===== src/rtl/interrupt_controller_if.sv =====
// Register-bus bundle between the I/O decoder (master) and the interrupt
// factor/mask block (slave). The decoder owns select, strobes and write data;
// the block returns a combinational read nibble.
interface interrupt_controller_if;
   logic       cs;
   logic [3:0] reg_addr;
   logic       bus_wr;
   logic       bus_rd;
   logic [3:0] bus_wdata;
   logic [3:0] bus_rdata;

   modport master (
      output cs,
      output reg_addr,
      output bus_wr,
      output bus_rd,
      output bus_wdata,
      input  bus_rdata
   );

   modport slave (
      input  cs,
      input  reg_addr,
      input  bus_wr,
      input  bus_rd,
      input  bus_wdata,
      output bus_rdata
   );
endinterface


===== src/rtl/interrupt_controller.sv =====
// Interrupt factor/mask block for the E0C6S46 core. Latches timer, stopwatch,
// programmable-timer, serial and K-port events into factor flags, gates them
// with software masks and presents a registered request vector whose bit index
// is the interrupt address. Factors are cleared only by reading them.
module interrupt_controller #(
   parameter int K0_WIDTH = 4
) (
   input  logic                clk,
   input  logic                reset,
   input  logic                clk_en,
   interrupt_controller_if.slave bus,
   input  logic [3:0]          ev_clk,
   input  logic [1:0]          ev_sw,
   input  logic                ev_pt,
   input  logic                ev_sio,
   input  logic [K0_WIDTH-1:0] k0_in,
   input  logic                k1_in,
   output logic [14:0]         interrupt_req
);

   // Factor flags
   logic [3:0]          it_q,   it_d;
   logic [1:0]          isw_q,  isw_d;
   logic                ipt_q,  ipt_d;
   logic                isio_q, isio_d;
   logic                ik0_q,  ik0_d;
   logic                ik1_q,  ik1_d;

   // Masks and K-port compare levels
   logic [3:0]          eit_q,   eit_d;
   logic [1:0]          eisw_q,  eisw_d;
   logic                eipt_q,  eipt_d;
   logic                eisio_q, eisio_d;
   logic [K0_WIDTH-1:0] eik0_q,  eik0_d;
   logic                eik1_q,  eik1_d;
   logic [K0_WIDTH-1:0] kcp0_q,  kcp0_d;
   logic                kcp1_q,  kcp1_d;

   // K-port synchronizers and previous-level history
   logic [K0_WIDTH-1:0] k0Sync1_q, k0Sync1_d;
   logic [K0_WIDTH-1:0] k0Sync2_q, k0Sync2_d;
   logic [K0_WIDTH-1:0] k0Prev_q,  k0Prev_d;
   logic                k1Sync1_q, k1Sync1_d;
   logic                k1Sync2_q, k1Sync2_d;
   logic                k1Prev_q,  k1Prev_d;

   logic [14:0]         req_q, req_d;

   logic                rdEn;
   logic                wrEn;
   logic [K0_WIDTH-1:0] k0Edge;
   logic                k1Edge;
   logic [3:0]          eik0Nib;
   logic [3:0]          kcp0Nib;
   logic [3:0]          rdataNib;

   // A K edge is a change of the synchronized level onto the programmed
   // compare level on an enabled pin; disabled pins can never raise a factor.
   always_comb begin
      rdEn    = bus.cs && bus.bus_rd && clk_en;
      wrEn    = bus.cs && bus.bus_wr && clk_en;
      k0Edge  = (k0Sync2_q ^ k0Prev_q) & ~(k0Sync2_q ^ kcp0_q) & eik0_q;
      k1Edge  = (k1Sync2_q ^ k1Prev_q) & ~(k1Sync2_q ^ kcp1_q) & eik1_q;
      eik0Nib = '0;
      kcp0Nib = '0;
      eik0Nib[K0_WIDTH-1:0] = eik0_q;
      kcp0Nib[K0_WIDTH-1:0] = kcp0_q;
   end

   // Combinational read mux; idle bus returns 0 and unused bits read 0.
   always_comb begin
      rdataNib = 4'h0;
      if (bus.cs && bus.bus_rd) begin
         case (bus.reg_addr)
            4'h0:    rdataNib = it_q;
            4'h1:    rdataNib = {2'b00, isw_q};
            4'h2:    rdataNib = {3'b000, ipt_q};
            4'h3:    rdataNib = {3'b000, isio_q};
            4'h4:    rdataNib = {3'b000, ik0_q};
            4'h5:    rdataNib = {3'b000, ik1_q};
            4'h8:    rdataNib = eit_q;
            4'h9:    rdataNib = {2'b00, eisw_q};
            4'hA:    rdataNib = {3'b000, eipt_q};
            4'hB:    rdataNib = {3'b000, eisio_q};
            4'hC:    rdataNib = eik0Nib;
            4'hD:    rdataNib = {3'b000, eik1_q};
            4'hE:    rdataNib = kcp0Nib;
            4'hF:    rdataNib = {3'b000, kcp1_q};
            default: rdataNib = 4'h0;
         endcase
      end
   end

   assign bus.bus_rdata = rdataNib;
   assign interrupt_req = req_q;

   // Next-state: on a CPU tick the request samples the current flags, a read
   // clears its factor register, then new events OR in so a same-tick event
   // survives the clear, and mask/compare writes land.
   always_comb begin
      it_d      = it_q;
      isw_d     = isw_q;
      ipt_d     = ipt_q;
      isio_d    = isio_q;
      ik0_d     = ik0_q;
      ik1_d     = ik1_q;
      eit_d     = eit_q;
      eisw_d    = eisw_q;
      eipt_d    = eipt_q;
      eisio_d   = eisio_q;
      eik0_d    = eik0_q;
      eik1_d    = eik1_q;
      kcp0_d    = kcp0_q;
      kcp1_d    = kcp1_q;
      k0Sync1_d = k0Sync1_q;
      k0Sync2_d = k0Sync2_q;
      k0Prev_d  = k0Prev_q;
      k1Sync1_d = k1Sync1_q;
      k1Sync2_d = k1Sync2_q;
      k1Prev_d  = k1Prev_q;
      req_d     = req_q;

      if (clk_en) begin
         k0Sync1_d = k0_in;
         k0Sync2_d = k0Sync1_q;
         k0Prev_d  = k0Sync2_q;
         k1Sync1_d = k1_in;
         k1Sync2_d = k1Sync1_q;
         k1Prev_d  = k1Sync2_q;

         req_d = {8'h00,
                  ipt_q & eipt_q,
                  isio_q & eisio_q,
                  ik0_q,
                  ik1_q,
                  |(isw_q & eisw_q),
                  |(it_q & eit_q),
                  1'b0};

         if (rdEn) begin
            case (bus.reg_addr)
               4'h0:    it_d   = 4'h0;
               4'h1:    isw_d  = 2'b00;
               4'h2:    ipt_d  = 1'b0;
               4'h3:    isio_d = 1'b0;
               4'h4:    ik0_d  = 1'b0;
               4'h5:    ik1_d  = 1'b0;
               default: ;
            endcase
         end

         it_d   = it_d | ev_clk;
         isw_d  = isw_d | ev_sw;
         ipt_d  = ipt_d | ev_pt;
         isio_d = isio_d | ev_sio;
         ik0_d  = ik0_d | (|k0Edge);
         ik1_d  = ik1_d | k1Edge;

         if (wrEn) begin
            case (bus.reg_addr)
               4'h8:    eit_d   = bus.bus_wdata;
               4'h9:    eisw_d  = bus.bus_wdata[1:0];
               4'hA:    eipt_d  = bus.bus_wdata[0];
               4'hB:    eisio_d = bus.bus_wdata[0];
               4'hC:    eik0_d  = bus.bus_wdata[K0_WIDTH-1:0];
               4'hD:    eik1_d  = bus.bus_wdata[0];
               4'hE:    kcp0_d  = bus.bus_wdata[K0_WIDTH-1:0];
               4'hF:    kcp1_d  = bus.bus_wdata[0];
               default: ;
            endcase
         end
      end
   end

   // State register; reset wins over any concurrent bus access and parks the
   // K-port history high to match the idle pull-ups.
   always_ff @(posedge clk) begin
      if (reset) begin
         it_q      <= '0;
         isw_q     <= '0;
         ipt_q     <= 1'b0;
         isio_q    <= 1'b0;
         ik0_q     <= 1'b0;
         ik1_q     <= 1'b0;
         eit_q     <= '0;
         eisw_q    <= '0;
         eipt_q    <= 1'b0;
         eisio_q   <= 1'b0;
         eik0_q    <= '0;
         eik1_q    <= 1'b0;
         kcp0_q    <= '0;
         kcp1_q    <= 1'b0;
         k0Sync1_q <= '1;
         k0Sync2_q <= '1;
         k0Prev_q  <= '1;
         k1Sync1_q <= 1'b1;
         k1Sync2_q <= 1'b1;
         k1Prev_q  <= 1'b1;
         req_q     <= '0;
      end else begin
         it_q      <= it_d;
         isw_q     <= isw_d;
         ipt_q     <= ipt_d;
         isio_q    <= isio_d;
         ik0_q     <= ik0_d;
         ik1_q     <= ik1_d;
         eit_q     <= eit_d;
         eisw_q    <= eisw_d;
         eipt_q    <= eipt_d;
         eisio_q   <= eisio_d;
         eik0_q    <= eik0_d;
         eik1_q    <= eik1_d;
         kcp0_q    <= kcp0_d;
         kcp1_q    <= kcp1_d;
         k0Sync1_q <= k0Sync1_d;
         k0Sync2_q <= k0Sync2_d;
         k0Prev_q  <= k0Prev_d;
         k1Sync1_q <= k1Sync1_d;
         k1Sync2_q <= k1Sync2_d;
         k1Prev_q  <= k1Prev_d;
         req_q     <= req_d;
      end
   end

endmodule


===== src/flat_wrapper.sv =====
// flat-port wrapper written by rule: the top's interface ports become plain ports
module interrupt_controller_flat 
#(
   parameter int K0_WIDTH = 4
)
  (clk, reset, clk_en, ev_clk, ev_sw, ev_pt, ev_sio, k0_in, k1_in, interrupt_req, bus_cs, bus_reg_addr, bus_bus_wr, bus_bus_rd, bus_bus_wdata, bus_bus_rdata);
  interrupt_controller_if bus_i ();
  input  logic clk;
  input  logic reset;
  input  logic clk_en;
  input  logic [3:0] ev_clk;
  input  logic [1:0] ev_sw;
  input  logic ev_pt;
  input  logic ev_sio;
  input  logic [K0_WIDTH-1:0] k0_in;
  input  logic k1_in;
  output logic [14:0] interrupt_req;
  input wire logic [$bits(bus_i.cs)-1:0] bus_cs;
  input wire logic [$bits(bus_i.reg_addr)-1:0] bus_reg_addr;
  input wire logic [$bits(bus_i.bus_wr)-1:0] bus_bus_wr;
  input wire logic [$bits(bus_i.bus_rd)-1:0] bus_bus_rd;
  input wire logic [$bits(bus_i.bus_wdata)-1:0] bus_bus_wdata;
  output wire logic [$bits(bus_i.bus_rdata)-1:0] bus_bus_rdata;
  assign bus_i.cs = bus_cs;
  assign bus_i.reg_addr = bus_reg_addr;
  assign bus_i.bus_wr = bus_bus_wr;
  assign bus_i.bus_rd = bus_bus_rd;
  assign bus_i.bus_wdata = bus_bus_wdata;
  assign bus_bus_rdata = bus_i.bus_rdata;
  interrupt_controller #(.K0_WIDTH(K0_WIDTH)) u_core (.clk(clk), .reset(reset), .clk_en(clk_en), .bus(bus_i), .ev_clk(ev_clk), .ev_sw(ev_sw), .ev_pt(ev_pt), .ev_sio(ev_sio), .k0_in(k0_in), .k1_in(k1_in), .interrupt_req(interrupt_req));
endmodule

===== config.mk =====
export PLATFORM = sky130hd
export DESIGN_NAME = interrupt_controller_flat
export DESIGN_NICKNAME = d
export VERILOG_FILES = /design/src/rtl/interrupt_controller_if.sv /design/src/rtl/interrupt_controller.sv /design/src/flat_wrapper.sv
export SDC_FILE = /design/constraint.sdc
export NUM_CORES = 1
export LEC_CHECK = 0
export BUFFER_PORTS_ARGS = -buffer_cell sky130_fd_sc_hd__buf_2
export CORE_MARGIN = 3
export CORE_UTILIZATION = 35
export DETAILED_ROUTE_END_ITERATION = 16
export PLACE_DENSITY = 0.58
export REMOVE_ABC_BUFFERS = 1
export SYNTH_ARGS = -nofsm -noshare
export SYNTH_HDL_FRONTEND = slang
export SYNTH_SLANG_ARGS = --single-unit

===== constraint.sdc =====
create_clock -name clk -period 2.98 [get_ports clk]
set_input_delay 0.447 -clock clk [delete_from_list [all_inputs] [get_ports clk]]
set_output_delay 0.447 -clock clk [all_outputs]
set_load 0.005 [all_outputs]

==> results of run 1 <==
[area by class of cell]
class | count | area, um^2
Multi-Input combinational cell | 194 | 1306
Clock inverter | 2 | 13.76
Inverter | 1 | 3.754
Clock buffer | 6 | 82.58
Timing Repair Buffer | 37 | 187.7
Tap cell | 77 | 96.34
Fill cell | 689 | 3824
Sequential cell | 49 | 980.9
[layer usage]
| layer | global-route usage | share of wire |
|---|---|---|
| met5 | 0 | 0 |
| met4 | 0.03297 | 0.0066 |
| met2 | 0.2348 | 0.45 |
| met3 | 0.03166 | 0.070 |
| met1 | 0.2023 | 0.48 |
[critical path, stage by stage]
cell     delay (ns)
buf_2          0.20
or4b_2         0.68
o21ai_0        0.09
o32ai_1        0.11
a21oi_1        0.16
buf_2          0.13
[state kept, by name (all words and copies together) (netlist names), 2 cells and up]
name	flops
u_core.eisw_q	2
u_core.k0Sync1_q	4
u_core.eik0Nib	4
u_core.isw_q	2
u_core.kcp0Nib	4
u_core.k0Sync2_q	4
u_core.interrupt_req	6
u_core.it_q	4
u_core.k0Prev_q	4
u_core.eit_q	4
[power by group through the flow]
stage | sequential [mW] | clock, mW | combinational, mW
after floorplan | 0.705 | 0 | 0.0686
after global placement | 0.709 | 0 | 0.131
after detailed placement | 0.709 | 0 | 0.133
after CTS | 0.695 | 0.422 | 0.134
after global routing | 0.698 | 0.456 | 0.149
final | 0.695 | 0.408 | 0.133
[cells by family after synthesis]
group / Yosys count
AOI/OAI and AO/OA: 52
DFF: 49
buffers and inverters: 26
other: 1
muxes: 30
and+or+nand+nor: 103
[per-stage QoR]
stage	instance area (um^2)	setup slack (ns)	std cells	power (mW)	util
global placement	2575	0.7366	358	0.8405	0.3965
CTS	2671	0.7184	366	1.250	0.4113
detailed placement	2575	0.7225	358	0.8425	0.3965
floorplan	2291	1.093	244	0.7732	-
global route	2671	0.6522	366	1.303	0.4113
finish	2671	0.7158	366	1.235	0.4113
[cell usage in the layout (no fill, tap or decap), drive strengths merged, types with 3 or more instances in the layout]
cell type  count
nand2b         4
o21ai         13
a211o         15
nand2         14
dfxtp         49
nand3          6
nor2          31
a22oi          7
buf           37
nor2b         12
nor3          14
clkbuf         6
a21oi         10
nor3b          7
clkinv         3
mux2i         28
and2           5
and3b          4
conb           9
[worst paths after layout]
check / start / endpoint / slack [ns] / cells past startpoint
setup / recovery: bus_reg_addr[1] / bus_bus_rdata[0] / 0.72 / 6
hold / removal: k0_in[3] / u_core.k0Sync1_q[3]$_SDFFE_PP1P_ / 0.35 / 2
setup reg to reg: u_core.k0Prev_q[0]$_SDFFE_PP1P_ / u_core.ik0_q$_SDFFE_PP0P_ / 1.88 / 4
hold reg to reg: u_core.interrupt_req[6]$_SDFFE_PP0P_ / u_core.interrupt_req[6]$_SDFFE_PP0P_ / 0.46 / 2
==> out/qor.csv, run 1 <==
metric;value;unit
worst slew pin tran;0.8846;ns
CTS tree;yes;
most frequent cell after synthesis;dfxtp_1;
Final Skew;0.007542;ns
syn avg cell area;9.199;um^2
Reg power frac;0.562;
Tightest Hold Check Type;primary input to register;
drt drc;0;
Port Buffer Count;36;
# nets final;315;
Primary FF master, synth;dfxtp_1;
Simple-Gate Fraction of Synth Area;0.2413;
area fraction of the dominant cell type after synthesis;0.4085;
Combinational Power Share;0.107;
CTS Buf Count;5;
Post-Synth XOR/XNOR Area;0;
largest net degree at the start of global routing;50;
clock sinks;49;
number of distinct library cells after synthesis;41;
endpoints failing setup;0;
total internal power;0.9219;mW
Final ANT Viol Nets;0;
area share of fa/ha/maj cells after synthesis;0;
row cnt;29;
RSZ-0062 raised after global routing;false;
RePlAce Congestion;0.8426;
max cap viols;0;
post-CTS setup buffer count;0;
Setup crit start kind;primary input;
multiplexer share of the synthesized area;0.1308;
Clock power frac;0.330;
Core ar.;6495;um^2
drt wl/cell;14.83;um
critical setup path kind;primary input to primary output;
Static Leakage;1.029;nW
final hold vios;0;
sequential share of the synthesized area;0.4085;
Total Routing Usage GR;0.1466;
Worst-Skew Late Latency;0.30;ns
PostCTS Resize Cnt;0;
Tmin final;2.264;ns
Post-Route WL;5.428;mm
vias per cell;5.205;
antenna violations before repair;0;
#FFs+latches synth;49;
critical path capture point type;primary output;
NetSw;0.3132;mW
grt ovf;0;
diode count;0;
outcome;completed;
layout cells sized above 1;0.2007;
Worst Path Arrival;1.82;ns
hpwl dp;3.915;mm
worst rel slew slack;0.4103;
FFs w/ async S/R, synth;0;
largest family of logic cells by synthesized area;simple AND/OR/NAND/NOR gates;
H-tree depth;2;
Post-synth top cells;dfxtp_1, nor2_1, mux2i_1;
post-synthesis compound-gate area fraction;0.1579;
Clock Pin Slew Worst Setup and Hold Paths;0.09;ns
Cells after Synth;261;
Tcrit/Tclk final;0.7598;
Pwr Density;462.4;nW/um^2
CP Max Fanout;16;
Root Driver;clkbuf_8;
Vias;1905;
setup tns final;0;ns
full die area;7890;um^2
Worst VDD drop;203.6;uV
number of global-route vias before repair;1834;
cts hold-fix bufs;0;
yosys warns;0;
Initial Utilization;0.3697;
Critical Path RT;2.53;ns
Post-synth EDFFs;0;
DR pass1 iterations;4;
Top-Level Pins;46;
Max Clk Rate;441.7;MHz
Sw Ratio;0.2536;
Die H;88.83;um
leading area contributor after synthesis;dfxtp_1;
Area contributors post-synth;dfxtp_1, mux2i_1, a211o_1, nor2_1, nor2b_1;
synthesized cell area;2401;um^2
fin. max-slew vios;0;
clk buf depth;2;
Die Wd;88.83;um
first-pass GRT wire length;9.059;mm
Area Growth Syn to Fin;11.26;%
Hold WS;0.3512;ns
initial drt markers;69;
(Power assumes the default switching activity.)
==> run 2, diff against run 1 <==
--- a/config.mk
+++ b/config.mk
@@ -5,6 +5,7 @@
 export SDC_FILE = /design/constraint.sdc
 export NUM_CORES = 1
 export LEC_CHECK = 0
+export ABC_AREA = 1
 export BUFFER_PORTS_ARGS = -buffer_cell sky130_fd_sc_hd__buf_2
 export CORE_MARGIN = 3
 export CORE_UTILIZATION = 35
==> constraint.sdc (replaced) <==
create_clock -name clk -period 2.1 [get_ports clk]
set_input_delay 0.315 -clock clk [delete_from_list [all_inputs] [get_ports clk]]
set_output_delay 0.315 -clock clk [all_outputs]
set_load 0.005 [all_outputs]
==> run 2 against run 1 <==
Compared with the run above: combinational power grew 31%; critical path depth grew 5; cell area shrank 2.2%; routed wire length shrank 0.63%; clock power grew 64%; first-iteration DRC count grew 46%; sequential share of layout area grew 0.81 points; core utilization grew 1.7 points; final cell count grew 25%; sequential power grew 42%.
==> out/qor.csv, run 2 <==
metric;value;unit
Tmin final;1.701;ns
Initial Utilization;0.3740;
Post-synth EDFFs;0;
Pwr Density;701.8;nW/um^2
Total Routing Usage GR;0.1537;
Clock Pin Slew Worst Setup and Hold Paths;0.09;ns
outcome;completed;
Tcrit/Tclk final;0.8102;
Worst-Skew Late Latency;0.30;ns
vias per cell;4.688;
CP endpoint;bus_bus_rdata[0];
Tightest Hold Check Type;primary input to register;
Top-Level Pins;46;
Reg area;980.9;um^2
fill cell count;688;
Largest stage delay, worst path;0.25;ns
largest net degree at the start of global routing;26;
Critical Path RT;1.78;ns
drt drc;0;
critical path capture point type;primary output;
CTS Buf Count;5;
leading area contributor after synthesis;dfxtp_1;
Root Driver;clkbuf_8;
grt ovf;0;
Setup crit start kind;primary input;
synthesized cell area;2280;um^2
RePlAce Congestion;0.8656;
reg2reg start;u_core.kcp0Nib[3]$_SDFFE_PP0P_;
placed instance area;2502;um^2
final hold vios;0;
Cells after Synth;347;
Area contributors post-synth;dfxtp_1, nand2_1, nor2_1, o21ai_0, a21oi_1;
Area Growth Syn to Fin;14.65;%
utilization after layout;0.4288;
Worst VDD drop;360.5;uV
critical setup path kind;primary input to primary output;
full die area;7518;um^2
cell breakdown of the critical path;buf_2 > inv_1 > nand2_1 > nor2_2 > nand2_1 > nand2_1 > inv_1 > nand2_1 > nor2_1 > nor2_1 > buf_2;
clock sinks;49;
Place WS;0.4137;ns
#FFs+latches synth;49;
Final Skew;0.002824;ns
commonest cells after routing, fill and taps aside;nand2_1, dfxtp_1, nor2_1;
CTS tree;yes;
Final WS setup;0.3986;ns
CP Max Fanout;5;
Multi-input gate area;1112;um^2
first-pass GRT wire length;9.225;mm
worst flop-to-flop path endpoint;u_core.ik0_q$_SDFFE_PP0P_;
RSZ-0062 raised after global routing;false;
max cap viols;0;
drt wl/cell;11.75;um
Post-Route WL;5.394;mm
row cnt;28;
initial drt markers;101;
diode count;0;
antenna violations before repair;0;
Post-synth top cells;nand2_1, dfxtp_1, nor2_1;
FFs w/ async S/R, synth;0;
area fraction of the dominant cell type after synthesis;0.4303;
commonest non-fill, non-tap cell in the layout;nand2_1;
highest-delay cell along the critical path;nor2_2;
most used cell, CP;nand2_1;
number of distinct library cells after synthesis;21;
# nets final;410;
sequential share of the synthesized area;0.4303;
Final ANT Viol Nets;0;
Core ar.;6096;um^2
clk buf depth;2;
setup tns final;0;ns
fin. max-slew vios;0;
worst slew pin tran;0.6587;ns
Largest register FFs;6;
layout cells sized above 1;0.1458;
Static Leakage;1.230;nW
post-CTS setup buffer count;0;
reg2reg setup slack;1.08;ns
worst rel slew slack;0.5604;
Worst Path Arrival;1.39;ns
syn avg cell area;6.570;um^2
Vias;2152;
Port Buffer Count;36;
hpwl dp;4.064;mm
H-tree depth;2;
Die H;86.71;um
Pwr Total;1.834;mW
reg2reg path depth;7;
endpoints failing setup;0;
most frequent cell after synthesis;nand2_1;
number of global-route vias before repair;1955;
Critical Path Source;bus_reg_addr[1];
Primary FF master, synth;dfxtp_1;
Die Wd;86.71;um
cts hold-fix bufs;0;
yosys warns;0;
Finished Cell Area;2614;um^2
DR pass1 iterations;4;
Max Clk Rate;587.8;MHz
PostCTS Resize Cnt;0;
==> run 2: cell types whose count changed after synthesis, moves of 5 or more <==
cell     delta
a21oi_1    +16
nand3_1    +14
nor2b_1    -12
nand2_1    +98
nor2_1     +17
nor3_1      -9
mux2i_1    -28
nor3b_1     -7
o21ai_0    +18
inv_1      +25
and2_1      -5
a211o_1    -15
==> run 2: where the power goes <==
part	internal, mW	switching, mW	total [mW]	leakage (nW)
clock network	0.358	0.312	0.670	0.0554
logic	0.0651	0.109	0.174	0.773
registers	0.967	0.0239	0.990	0.402
==> run 2: how the worst min path moves through the flow <==
stage / start / to / slack, ns / depth (start not counted)
floorplan: reset / u_core.eik1_q$_SDFFE_PP0P_ / 0.38 / 1
global placement: u_core.k1Sync1_q$_SDFFE_PP1P_ / u_core.k1Sync1_q$_SDFFE_PP1P_ / 0.44 / 2
detailed placement: u_core.k0Sync1_q[3]$_SDFFE_PP1P_ / u_core.k0Sync1_q[3]$_SDFFE_PP1P_ / 0.44 / 2
CTS: k0_in[3] / u_core.k0Sync1_q[3]$_SDFFE_PP1P_ / 0.21 / 3
global route: k0_in[0] / u_core.k0Sync1_q[0]$_SDFFE_PP1P_ / 0.22 / 3
finish: k0_in[3] / u_core.k0Sync1_q[3]$_SDFFE_PP1P_ / 0.22 / 3
==> run 2: area by class of cell <==
| type | instances | area share |
|---|---|---|
| Sequential cell | 49 | 0.3753 |
| Tap cell | 75 | 0.03590 |
| Multi-Input combinational cell | 259 | 0.4256 |
| Inverter | 28 | 0.04021 |
| Clock buffer | 6 | 0.02776 |
| Clock inverter | 2 | 0.01484 |
| Timing Repair Buffer | 40 | 0.08042 |
==> run 2: cells by family after synthesis <==
family                 after synthesis  synth area share
other                                1          0.001645
AND/OR/NAND/NOR                    187            0.3271
flip-flops                          49            0.4303
AO/OA/AOI/OAI                       63            0.1460
buffers and inverters               47           0.09495
==> run 2: routing by layer <==
metal	part of all wire	vias up	global-route usage
li1	-	1152	-
met1	0.49	956	0.2025
met2	0.46	40	0.2559
met3	0.046	4	0.03327
met4	0.0067	0	0.03824
met5	0	-	0
==> run 2: metrics by stage <==
stage               instances  hold WS (ns)
floorplan                 336        0.3841
global placement          451        0.4378
detailed placement        451        0.4435
CTS                       459        0.2104
global route              459        0.2186
finish                    459        0.2198
==> run 2: worst max-delay path: cells and delay by family <==
kind / cells / cell delay (ns)
buffers and inverters: 4 / 0.38
and+or+nand+nor: 7 / 0.70
